<file path="config.mk">
export PLATFORM = sky130hd
export DESIGN_NAME = if_fetch_unit
export DESIGN_NICKNAME = d
export VERILOG_FILES = /design/src/rtl/if_fetch_unit.sv
export SDC_FILE = /design/constraint.sdc
export NUM_CORES = 1
export LEC_CHECK = 0
export BUFFER_PORTS_ARGS = -buffer_cell sky130_fd_sc_hd__buf_2
export CAP_MARGIN = 20
export CELL_PAD_IN_SITES_DETAIL_PLACEMENT = 1
export CELL_PAD_IN_SITES_GLOBAL_PLACEMENT = 1
export CORE_ASPECT_RATIO = 0.9
export CORE_UTILIZATION = 40
export CTS_CLUSTER_SIZE = 28
export DETAILED_ROUTE_END_ITERATION = 12
export PLACE_DENSITY_LB_ADDON = 0.1
export SLEW_MARGIN = 15
export SYNTH_ARGS = -nofsm -noshare
export SYNTH_HDL_FRONTEND = slang
export SYNTH_SLANG_ARGS = --single-unit
</file>
<file path="constraint.sdc">
create_clock -name clk -period 3.67 [get_ports clk]
set_input_delay 0.5505 -clock clk [delete_from_list [all_inputs] [get_ports clk]]
set_output_delay 0.5505 -clock clk [all_outputs]
set_load 0.005 [all_outputs]
</file>
<file path="src/rtl/if_fetch_unit.sv">
// Instruction fetch stage: owns the PC, issues in-order word requests over req/gnt + rvalid,
// buffers returned words and hands them to decode with valid/ready. Redirects flush and drop stale data.
module if_fetch_unit #(
    parameter logic [31:0] RESET_PC   = 32'h0000_3000,
    parameter int          FIFO_DEPTH = 2
) (
    input  logic        clk,
    input  logic        rst_n,
    output logic        imem_req,
    output logic [31:0] imem_addr,
    input  logic        imem_gnt,
    input  logic        imem_rvalid,
    input  logic [31:0] imem_rdata,
    input  logic        redirect_valid,
    input  logic [31:0] redirect_pc,
    output logic        out_valid,
    input  logic        out_ready,
    output logic [31:0] out_instr,
    output logic [31:0] out_pc,
    output logic [5:0]  out_op,
    output logic [5:0]  out_funct,
    output logic [15:0] out_imm
);

    localparam int PW = (FIFO_DEPTH > 1) ? $clog2(FIFO_DEPTH) : 1;
    localparam int CW = PW + 1;

    typedef logic [PW-1:0] ptr_t;
    typedef logic [CW-1:0] cnt_t;

    logic [31:0] fetch_pc;
    cnt_t        fifo_count;
    cnt_t        outstanding;
    cnt_t        discard_cnt;
    ptr_t        fifo_wr_ptr;
    ptr_t        fifo_rd_ptr;
    ptr_t        tag_wr_ptr;
    ptr_t        tag_rd_ptr;

    logic [31:0] fifo_instr [FIFO_DEPTH];
    logic [31:0] fifo_pc    [FIFO_DEPTH];
    logic [31:0] tag_pc     [FIFO_DEPTH];

    logic credit_avail;
    logic accept;
    logic push;
    logic pop;
    logic unused_pc_bits;

    // Credits cover both buffered words and every in-flight request, stale ones included,
    // so a returning word always has a free FIFO slot.
    assign credit_avail = (fifo_count + outstanding) < cnt_t'(FIFO_DEPTH);
    assign imem_req     = rst_n && credit_avail && !redirect_valid;
    assign imem_addr    = fetch_pc;
    assign accept       = imem_req && imem_gnt;

    assign out_valid    = (fifo_count != '0);
    assign push         = imem_rvalid && (discard_cnt == '0) && !redirect_valid;
    assign pop          = out_valid && out_ready && !redirect_valid;

    assign unused_pc_bits = ^redirect_pc[1:0];

    // NOTE: state registers use non-blocking assignments so every flop samples pre-edge values.
    always_ff @(posedge clk or negedge rst_n) begin
        if (!rst_n) begin
            fetch_pc    <= RESET_PC;
            fifo_count  <= '0;
            outstanding <= '0;
            discard_cnt <= '0;
            fifo_wr_ptr <= '0;
            fifo_rd_ptr <= '0;
            tag_wr_ptr  <= '0;
            tag_rd_ptr  <= '0;
        end else begin
            outstanding <= outstanding + cnt_t'(accept) - cnt_t'(imem_rvalid);

            if (accept) begin
                fetch_pc   <= fetch_pc + 32'd4;
                tag_wr_ptr <= tag_wr_ptr + ptr_t'(1);
            end
            // Tags retire with every response, stale or not, so the tag queue stays aligned.
            if (imem_rvalid) begin
                tag_rd_ptr <= tag_rd_ptr + ptr_t'(1);
            end

            if (redirect_valid) begin
                fetch_pc    <= {redirect_pc[31:2], 2'b00};
                fifo_count  <= '0;
                fifo_wr_ptr <= '0;
                fifo_rd_ptr <= '0;
                discard_cnt <= outstanding - cnt_t'(imem_rvalid);
            end else begin
                if (imem_rvalid && (discard_cnt != '0)) begin
                    discard_cnt <= discard_cnt - cnt_t'(1);
                end
                if (push) begin
                    fifo_wr_ptr <= fifo_wr_ptr + ptr_t'(1);
                end
                if (pop) begin
                    fifo_rd_ptr <= fifo_rd_ptr + ptr_t'(1);
                end
                fifo_count <= fifo_count + cnt_t'(push) - cnt_t'(pop);
            end
        end
    end

    // NOTE: storage arrays are not reset; their contents only matter behind a valid count.
    always_ff @(posedge clk) begin
        if (accept) begin
            tag_pc[tag_wr_ptr] <= fetch_pc;
        end
        if (push) begin
            fifo_instr[fifo_wr_ptr] <= imem_rdata;
            fifo_pc[fifo_wr_ptr]    <= tag_pc[tag_rd_ptr];
        end
    end

    // NOTE: every output gets a default first so no latch is inferred on the empty path.
    always_comb begin
        out_instr = '0;
        out_pc    = '0;
        if (out_valid) begin
            out_instr = fifo_instr[fifo_rd_ptr];
            out_pc    = fifo_pc[fifo_rd_ptr];
        end
    end

    assign out_op    = out_instr[31:26];
    assign out_funct = out_instr[5:0];
    assign out_imm   = out_instr[15:0];

    a_rvalid_needs_outstanding: assert property (
        @(posedge clk) disable iff (!rst_n) imem_rvalid |-> (outstanding != '0));

    a_no_fifo_overflow: assert property (
        @(posedge clk) disable iff (!rst_n) (push && !pop) |-> (fifo_count < cnt_t'(FIFO_DEPTH)));

    a_discard_bounded: assert property (
        @(posedge clk) disable iff (!rst_n) discard_cnt <= outstanding);

endmodule
</file>
# Word level (Yosys, flattened, before mapping)
# Memories as Yosys holds them, arrays and structs flattened.
# Cells that the tools add are included.
# op_classes
add_sub_neg	12
multipliers	0
div	0
magnitude_cmp	1
n_eq_ne	0
shift	0
n_mux	15
n_bitwise	0
n_reduce_logical	16
# ops
operator	count
32-bit 2-to-1 mux	4
32-bit by 3-bit adder with 32-bit output, second input constant	1
2-bit nonzero test	6
1-bit logical AND	8
1-bit 2-to-1 mux	8
2-bit 2-to-1 mux	3
2-bit by 1-bit subtractor with 2-bit output	3
1-bit adder, second input constant	4
2-bit by 1-bit adder with 2-bit output	2
2-bit adder	1
2-bit zero test	1
2-bit < comparator, second input constant	1
2-bit by 1-bit subtractor with 2-bit output, second input constant	1
1-bit zero test	1
# totals
register_bits	42
latchBits	0
mem_bits_rw	192
mem_bits_ro	0
inputBits	70
out_inout_bits	126
mem_count	3
# memory_table
memory	depth	width	rd	rd_clocked_by_memory_dff	write_ports	line_no	text
fifo_instr	2	32	1	0	1	40	logic [31:0] fifo_instr [FIFO_DEPTH];
fifo_pc	2	32	1	0	1	41	logic [31:0] fifo_pc [FIFO_DEPTH];
tag_pc	2	32	1	0	1	42	logic [31:0] tag_pc [FIFO_DEPTH];

# Longest topological paths before layout
# Gate-level depths: netlist (run 1).
# logic_depth
ltp_word	7
mapped_depth	9

# Least setup slack after synthesis (run 1)
# No wires, ideal clock.
# synth_timing
path_type	input -> register
startpoint	input redirect_valid
endpoint	memory fifo_instr[0][0], enable pin
setup_time_ns	0.482
t_arrival_ns	3.802
required_time_ns	3.188
setup_slack_ns	-0.614
path_stages	5
cell_sequence	clkbuf_1 -> inv_1 -> clkbuf_1 -> nand3_1 -> nor2_1
# synth_between
elab_chain_len	4
# synth_rtl
item	line_no	text
start: declaration	14	input logic redirect_valid,
1-bit zero test	58	assign push = imem_rvalid && (discard_cnt == '0) && !redirect_valid;
1-bit logical AND	58	
1-bit 2-to-1 mux	112	if (push) begin
1-bit 2-to-1 mux (not written as such)	113	fifo_instr[fifo_wr_ptr] <= imem_rdata;
end: declaration	40	
# Every way passes these cells.

# Worst setup path after layout (run 1)
# layout_timing
startpoint	input rst_n
endpoint	register fetch_pc[31] (netlist: imem_addr[31])
# layout_between
elab_chain_len	4
# layout_rtl
item	line_no	text
start: declaration	8	input logic rst_n,
1-bit logical AND (2 in a row)	53	assign imem_req = rst_n && credit_avail && !redirect_valid;
1-bit logical AND	55	assign accept = imem_req && imem_gnt;
2-bit nonzero test (no source line)	n/a	
end signal: assignment	78	fetch_pc <= fetch_pc + 32'd4;
end signal: assignment	87	fetch_pc <= {redirect_pc[31:2], 2'b00};
end: declaration	31	logic [31:0] fetch_pc;
# Every way passes these cells.
# A chain may end at the register's enable or synchronous reset.

==> results.cfg, run 1 <==
[worst_setup_path]
rr_worst_depth = 6
cp.required_ps = 4090
cp-start-kind = primary input
cpMaxStageDelayCell = or4_1
cp_num_buf_inv = 3
reg2reg_to = imem_addr[28]
crit_type = in -> reg
crit_end = imem_addr[31]
r2r_start = imem_addr[2]
cp_num_cells = 8
cp_max_fo = 16
path_cells = dlygate4sd3_1, buf_2, nand2_1, nor3_2, buf_4, o211ai_1, or4_1, a31oi_1
rrSetupSlack_ps = 1200
cp_top_family = simple AND/OR/NAND/NOR gates
arrival_ps = 3310
max_stage_delay_ps = 560
crit_start = rst_n
cp-end-kind = register

[global_route]
grt_use_total = 0.182
grtUsageMet1 = 0.232
grt_pass1_vias = 6185
grt_antenna_before_repair = 0
grt_max_degree = 63
grt_use_met2 = 0.312
grt-ovfl-total = 0
gr-usage-met3 = 0.0345
grt_pass1_wl_mm = 33.8
top_usage_layer = met2

[drt]
drc = 0
drt-total-wl_mm = 21.5
vias = 5823
drt_pass1_iterations = 4
viasPerCell = 5.07
drtAntennaViolNets = 0
avgRoutedWirePerCell_um = 18.7
drtIter0Drc = 285

[logic_synthesis]
synth_top_family_by_area = multiplexers
syn_inst = 663
synthAdderAreaFrac = 0.00927
synth_compound_area_frac = 0.0378
synthXorXnorAreaFrac = 0.0323
synthFlopType = edfxtp_1
ys_seq_elements = 224
yosys-mux-area-fraction = 0.105
synth.avg_cell_area_sq_um = 14.2
syn_area_sq_um = 9450
ys_warn_count = 0
async_flop_share = 0.179
synth_cell_types = 42
synth-simple-area-share = 0.0819
synth-seq-area-share = 0.691
synth_edf_count = 184

[placement]
place.gp.congestion = 0.764
io_buffer_count = 189
post-dp-hpwl_mm = 14.1

[pwr]
power_density_nw_per_um2 = 613
pwr-share-clk = 0.345
sequentialPowerShare = 0.466
internal_power_uw = 5090
p_sw_frac = 0.271
fin_total_pwr_uw = 6990
p_leak_uw = 0.00430
ir_worst_vdd_v = 0.000279
p_switching_uw = 1900
p_comb_frac = 0.189

[clocking]
clk_latency_ps = 520
cts_tree = built
cts_buffers = 24
cts_setup_buffers = 0
cts_root_buf = clkbuf_16
clockBufferDepth = 3
h-tree-depth = 1
cts.sinks = 224
cts.clk_slew.worst_paths_ps = 60

[final_layout]
area_delta_synth_final_pct = 20.7
layout-drive-gt1-share = 0.330
antennaDiodeCount = 0
nNetsFinal = 911
final_util = 0.499

[die]
die_y_um = 148
placementRows = 52
die-area_sq_um = 24200
start_util = 0.414
boundaryPins = 196
die_w_um = 164
core-area_sq_um = 22800

[sta]
fin_crit_ps = 2880
rsz0062_at_grt = false
maxSlewHeadroom = 0.490
hold_viol = 0
skew_ps = 11.9
fin_crit_sh = 0.786
fmax_mhz = 347
final-setup-viol-count = 0
slew_violations = 0
worstMarginPinSlew_ps = 765

[hold_path]
hold-path-cell-count = 1
hp-class = in -> reg

[outcome]
status = completed

[flow_run]
drv_cap = 0
-- layout by cell type (no fill, tap or decap), types with 10 or more instances in the layout --
cell type  instances
xnor2_1           18
clkbuf_16         24
edfxtp_1         184
buf_4             10
nand3_1           12
buf_2            189
mux2i_1           63
o2111ai_1         10
o21ai_0           23
dfrtp_1           37
inv_1             13
mux2_2            32
nand2_1           38
xor2_1            15
nor2_1            80
-- Yosys cell counts, types with 2 or more instances --
cell,number,share of area
a2111oi_0,2,0.0019
a31oi_1,7,0.0046
and3_1,4,0.0026
buf_1,7,0.0028
buf_4,32,0.025
clkbuf_1,21,0.0083
dfrtp_1,38,0.10
dfstp_2,2,0.0056
edfxtp_1,184,0.58
ha_1,7,0.0093
inv_1,13,0.0052
mux2_2,32,0.038
mux2i_1,63,0.067
nand2_1,38,0.015
nand3_1,12,0.0064
nand4_1,5,0.0033
nor2_1,85,0.034
nor3_1,5,0.0026
nor4_1,7,0.0046
o2111ai_1,10,0.0093
o211ai_1,3,0.0024
o21ai_0,23,0.012
o21ai_1,2,0.0011
o31ai_1,5,0.0040
or3_1,3,0.0020
or4_1,6,0.0048
xnor2_1,18,0.017
xor2_1,15,0.014
-- registers in the layout, indices dropped and copies added, names as in the netlist --
name and flops:
fifo_instr 64, fifo_pc 60, tag_pc 60, imem_addr 30
discard_cnt 2, fifo_count 2, outstanding 2, fifo_rd_ptr 1
fifo_wr_ptr 1, tag_rd_ptr 1, tag_wr_ptr 1
-- kinds of logic after synthesis --
logic type	after synthesis
flops	224
simple gates	173
mux	95
buf+inv	74
compound gates	55
xor+xnor	34
fa+ha+maj	7
other cells	1
-- power by group through the flow --
stage                     sequential, uW  combinational, uW  clock, uW
after floorplan                     3210                929          0
after global placement              3300               1300          0
after detailed placement            3310               1340          0
after CTS                           3260               1350       2470
after global routing                3290               1470       2560
final                               3260               1320       2410
-- how the worst min path moves through the flow --
stage / from / to / slack [ps]
2_1_floorplan: rst_n / discard_cnt[0] / 250
3_3_place_gp: rst_n / fifo_count[0] / 490
3_5_place_dp: rst_n / fifo_count[1] / 490
4_1_cts: imem_rdata[31] / fifo_instr[1][31] / 200
5_1_grt: imem_rdata[29] / fifo_instr[1][29] / 200
6_report: imem_rdata[31] / fifo_instr[1][31] / 220
-- through the flow --
step           cells  setup WS [ps]  hold slack, ps  cell area (sq um)  setup TNS, ps
2_1_floorplan    666           -614             255               9460         -76170
3_3_place_gp    1104            885             493              10600              0
3_5_place_dp    1104            815             490              10600              0
4_1_cts         1149            788             201              11400              0
5_1_grt         1149            526             199              11400              0
6_report        1149            787             218              11400              0
-- per-layer routing --
metal / part of all wire / vias to the layer above / routed length, um
met5: 0 / - / 0
met2: 0.49 / 163 / 10600
met3: 0.046 / 40 / 990
met1: 0.44 / 2875 / 9400
met4: 0.027 / 0 / 580
li1: - / 2745 / -
-- layout make-up --
type / instances / area [sq um]
clock buffers: 29 / 639
clock inverters: 15 / 158
fillers: 2376 / 11400
inverters: 13 / 48.8
multi-input cells: 368 / 2560
flip-flops and latches: 224 / 6530
well taps: 297 / 372
repair buffers: 203 / 1090
-- timing repair --
action	CTS	global route
gates resized for setup	0	0
endpoints found under the hold margin	13	0
hold buffers	1	0
Power figures use the tool's default switching activity.
==> run 2, diff against run 1 <==
clock period = 2.6 ns   (was 3.67 ns; I/O delays follow)
==> run 2 against run 1 <==
Utilization is 0.40 points higher; first-iteration DRC count is 20% lower; cell area is 0.80% higher; total power is 40% higher; largest cell class unchanged; largest power group unchanged.
==> results.cfg, run 2 (synthesized netlist as in run 1, its figures left out) <==
[outcome]
status = completed

[pwr]
power_density_nw_per_um2 = 853
p_leak_uw = 0.00436
ir_worst_vdd_v = 0.000586

[final_layout]
instances_no_fill = 1165
layout_common_cells = buf_2, edfxtp_1, nor2_1
nNetsFinal = 926
largest_reg_flops = 64
seq_area_sq_um = 6530
area_delta_synth_final_pct = 21.6
fill_cells = 2359
multi_input_area_sq_um = 2560
largestRegisters = fifo_instr (64), fifo_pc (60), tag_pc (60)
antennaDiodeCount = 0
layout-drive-gt1-share = 0.342
layout_commonest_cell = buf_2
top_register = fifo_instr

[clocking]
cts.sinks = 224
clockBufferDepth = 3
clk_latency_ps = 520
cts_root_buf = clkbuf_16
cts.clk_slew.worst_paths_ps = 60
cts_tree = built
h-tree-depth = 1
cts_buffers = 25

[worst_setup_path]
cp-end-kind = register
cp.required_ps = 3040
rr_worst_depth = 8
crit_type = in -> reg
arrival_ps = 2850
cp-start-kind = primary input
cp_max_fo = 9
rrSetupSlack_ps = 300

[drt]
drtIter0Drc = 228
vias = 5848
drtAntennaViolNets = 0
drt-total-wl_mm = 21.6
drt_pass1_iterations = 4
viasPerCell = 5.02
drc = 0
avgRoutedWirePerCell_um = 18.6

[sta]
worstMarginPinSlew_ps = 702
fmax_mhz = 415
rsz0062_at_grt = false
fin_crit_sh = 0.926
slew_violations = 0
skew_ps = 11.6
final-setup-viol-count = 0
tns_ps = 0
hold_viol = 0
maxSlewHeadroom = 0.532
fin_crit_ps = 2410

[global_route]
grt_use_total = 0.183
grt_pass1_wl_mm = 33.9
gr-usage-met3 = 0.0320
grt_antenna_before_repair = 0
top_usage_layer = met2
grt_pass1_vias = 6243
grt_max_degree = 63
grtUsageMet1 = 0.227
grt_use_met2 = 0.327
grt-ovfl-total = 0

[die]
placementRows = 52
core-area_sq_um = 22800
start_util = 0.414
boundaryPins = 196
die_y_um = 148
die_w_um = 164
die-area_sq_um = 24200

[placement]
post-dp-hpwl_mm = 14.3
placedCellCount = 1118
io_buffer_count = 189
place.gp.congestion = 0.763

[hold_path]
hold-path-cell-count = 1
hp-class = in -> reg

[flow_run]
drv_cap = 0
==> run 2: cell count changes in the layout (fill, tap and decap cells not counted), sizes merged <==
| cell | delta |
|---|---|
| inv | +2 |
| clkbuf | +4 |
| buf | +14 |
| clkinv | -4 |
| bufinv | -2 |
| clkinvlp | +2 |
==> run 2: area by class of cell <==
| type | count | share of cell area |
|---|---|---|
| clock buffer | 33 | 0.0579 |
| timing repair buffer | 217 | 0.105 |
| sequential | 224 | 0.569 |
| tap | 297 | 0.0323 |
| inverter | 13 | 0.00425 |
| clock inverter | 13 | 0.00860 |
| multi-input combinational | 368 | 0.223 |
==> run 2: worst max-delay path, cell delays in order <==
cell,delay (ps)
dlygate4sd3_1,530
buf_2,140
nand2_1,310
nor3_2,110
o21ai_0,520
ha_1,350
inv_1,60
ha_1,150
xnor2_1,150
xnor2_1,150
==> run 2: metrics by stage <==
step                hold slack, ps  cell area (sq um)  power (uW)  utilization  setup WS [ps]
floorplan                     94.4               9470        5840            -           -518
global route                  41.3              11500       10300        0.503           18.4
global placement               421              10700        6550        0.469            300
CTS                           35.2              11500        9970        0.503            185
detailed placement             434              10700        6630        0.469            257
finish                        61.2              11500        9800        0.503            193
==> run 2: worst paths after layout <==
| check | endpoint | startpoint |
|---|---|---|
| max | outstanding[1] | rst_n |
| min | fifo_instr[0][14] | imem_rdata[14] |
| max reg2reg | outstanding[1] | fifo_count[1] |
| min reg2reg | tag_wr_ptr | tag_wr_ptr |
| max in group asynchronous | imem_addr[12] | rst_n |
| min in group asynchronous | outstanding[1] | rst_n |
==> run 2: layer usage <==
| metal | up-vias | wire length, um | part of all wire |
|---|---|---|---|
| met4 | 0 | 476 | 0.022 |
| met3 | 32 | 1090 | 0.051 |
| met2 | 164 | 10900 | 0.50 |
| met5 | - | 0 | 0 |
| li1 | 2777 | - | - |
| met1 | 2875 | 9160 | 0.42 |
==> run 2: what timing repair did <==
item,CTS,global route
hold buffers,1,0
endpoints found under the hold margin,38,0
setup endpoints to repair,0,1
buffers inserted,0,0
gates resized for setup,0,1
==> run 2: power by group <==
part           internal (uW)  leakage [uW]  switching [uW]  total [uW]
combinational            896       0.00184            1090        1980
clock                   1910      0.000371            1380        3280
sequential              4300       0.00214             236        4540
total                   7100       0.00436            2700        9800
==> run 3, diff against run 2 <==
ABC_AREA = 1   (was unset)
CORE_UTILIZATION = 39   (was 40)
==> run 3 against run 2 <==
Non-clock buffer count shrank 13; synthesized cell count increased by 32%; synthesized area is 6.4% higher; cell area grew 5.0%; cell count is 21% higher; combinational power grew 6%; worst setup slack gained 61 ps; critical path depth shrank 5; clock power rose by 6.1%; via count is 16% higher; die area up 9.0%; utilization decreased by 2.4 points; critical path type is now reg -> out.
==> results.cfg, run 3 <==
[drt]
drc = 0
viasPerCell = 4.81
drt-total-wl_mm = 24.3
drtAntennaViolNets = 0
drt_pass1_iterations = 4
avgRoutedWirePerCell_um = 17.2
vias = 6787
drtIter0Drc = 250

[worst_setup_path]
rrSetupSlack_ps = 710
cp-end-kind = output port
cp_max_fo = 21
cp.required_ps = 2210
crit_type = reg -> out
r2r_start = imem_addr[12]
rr_worst_depth = 7
path_cells = inv_2, buf_4, nand2_1, a21oi_1, buf_2
max_stage_delay_ps = 440
cp-start-kind = register
reg2reg_to = imem_addr[23]
arrival_ps = 1960
cpMaxStageDelayCell = dfrtp_2

[logic_synthesis]
ys_top_cells_by_area = edfxtp_1, nand2_1, dfrtp_1
syn_inst = 878
synth_top_family_by_area = simple AND/OR/NAND/NOR gates
synth-seq-area-share = 0.650
yosysTopAreaCellShare = 0.550
synth.avg_cell_area_sq_um = 11.4
ys_warn_count = 0
synthXorXnorAreaFrac = 0.0113
synthAdderAreaFrac = 0.00872
syn_area_sq_um = 10000
synth_compound_area_frac = 0.0452
synthFlopType = edfxtp_1
yosys-mux-area-fraction = 0.0336
ys_seq_elements = 224
synth_cell_types = 35
async_flop_share = 0.179
synth_edf_count = 184
synth-simple-area-share = 0.190
synth_most_common_cell = nand2_1
synth_top_area_cell = edfxtp_1
synthTopCellsByCount = nand2_1, edfxtp_1, a21oi_1

[hold_path]
hp-class = in -> reg
hold_start = imem_rdata[18]
hold-path-cell-count = 1
min_to = fifo_instr[0][18]

[clocking]
cts_hold_buf = 1
h-tree-depth = 1
cts_tree = built
clockBufferDepth = 3
cts_setup_buffers = 0
cts_root_buf = clkbuf_16
cts_buffers = 26
cts_resized = 0
cts.sinks = 224
clk_latency_ps = 520
cts.clk_slew.worst_paths_ps = 60

[final_layout]
layout-drive-gt1-share = 0.311
top_register = fifo_instr
layout_commonest_cell = nand2_1
layout_common_cells = nand2_1, buf_2, edfxtp_1
nNetsFinal = 1125
largestRegisters = fifo_instr (64), fifo_pc (60), tag_pc (60)
area_delta_synth_final_pct = 20.0
largest_reg_flops = 64
antennaDiodeCount = 0
final_util = 0.479

[die]
start_util = 0.399
die_w_um = 171
boundaryPins = 196
placementRows = 55
die_y_um = 154
core-area_sq_um = 25200
die-area_sq_um = 26400

[flow_run]
drv_cap = 0

[sta]
fin_crit_sh = 0.902
worstMarginPinSlew_ps = 554
fmax_mhz = 426
maxSlewHeadroom = 0.630
rsz0062_at_grt = false
skew_ps = 6.40
tns_ps = 0
fin_crit_ps = 2350
final-setup-viol-count = 0
hold_viol = 0
slew_violations = 0

[global_route]
grt_use_total = 0.186
grt_pass1_vias = 6867
grt-ovfl-total = 0
grt_max_degree = 63
grt_antenna_before_repair = 1
grt_pass1_wl_mm = 37.7

[pwr]
p_leak_uw = 0.00503
ir_worst_vdd_v = 0.000437
power_density_nw_per_um2 = 845

[placement]
io_buffer_count = 189
post-dp-hpwl_mm = 15.7
place.gp.congestion = 0.765

[outcome]
status = completed
[run 3: changes by cell type after synthesis, sizes merged, moves of 10 or more]
cell / previous run / this run
o21ai: 25 / 11
nand3: 12 / 78
mux2i: 63 / 0
nand2: 38 / 267
o2111ai: 10 / 0
nor2: 85 / 55
inv: 13 / 48
a21oi: 1 / 65
xnor2: 19 / 5
[run 3: how the worst max path moves through the flow]
stage / startpoint / end / slack (ps) / cells after the start
3_3_place_gp: fifo_count[1] / outstanding[1] / 730 / 7
5_1_grt: fifo_rd_ptr / out_instr[13] / 110 / 5
4_1_cts: fifo_rd_ptr / out_instr[13] / 220 / 5
3_5_place_dp: imem_addr[3] / imem_addr[24] / 700 / 8
6_report: fifo_rd_ptr / out_imm[14] / 250 / 5
2_1_floorplan: outstanding[1] / tag_pc[0][10] / -100 / 6
[run 3: cell families after synthesis]
family	after synthesis
compound gates	86
buf+inv	113
other cells	1
xor+xnor	13
mux	30
flops	224
fa+ha+maj	7
simple gates	404
[run 3: stage by stage]
| step | setup WS, ps | hold slack (ps) | power [uW] | std cells | instance area (sq um) |
|---|---|---|---|---|---|
| 4_1_cts | 224 | 25.8 | 10400 | 1410 | 12100 |
| 6_report | 254 | 54.8 | 10200 | 1410 | 12100 |
| 2_1_floorplan | -104 | 94.4 | 6000 | 881 | 10100 |
| 3_5_place_dp | 696 | 463 | 6840 | 1361 | 11200 |
| 5_1_grt | 108 | 25.2 | 10700 | 1410 | 12100 |
| 3_3_place_gp | 733 | 455 | 6780 | 1361 | 11200 |
[run 3: layer usage]
layer	track usage	up-vias	wire length, um
li1	-	3297	-
met1	0.249	3266	11100
met2	0.309	186	11400
met3	0.0361	36	1370
met4	0.0480	2	476
met5	0	-	10
[run 3: critical path, delay by kind of cell (launching register included)]
kind            cells  cell delay, ps
compound gates      1             200
buf+inv             3             700
flops               1             440
simple gates        1              90
[run 3: final cells by class]
class | count | area (sq um)
fillers | 2763 | 13100
flip-flops and latches | 224 | 6530
multi-input cells | 544 | 2950
repair buffers | 204 | 1150
clock buffers | 33 | 687
well taps | 342 | 428
inverters | 48 | 180
clock inverters | 15 | 136
[run 3: power by group]
group / total, uW / switching (uW) / internal (uW)
clock: 3480 / 1410 / 2070
combinational: 2100 / 1260 / 841
sequential: 4620 / 273 / 4340
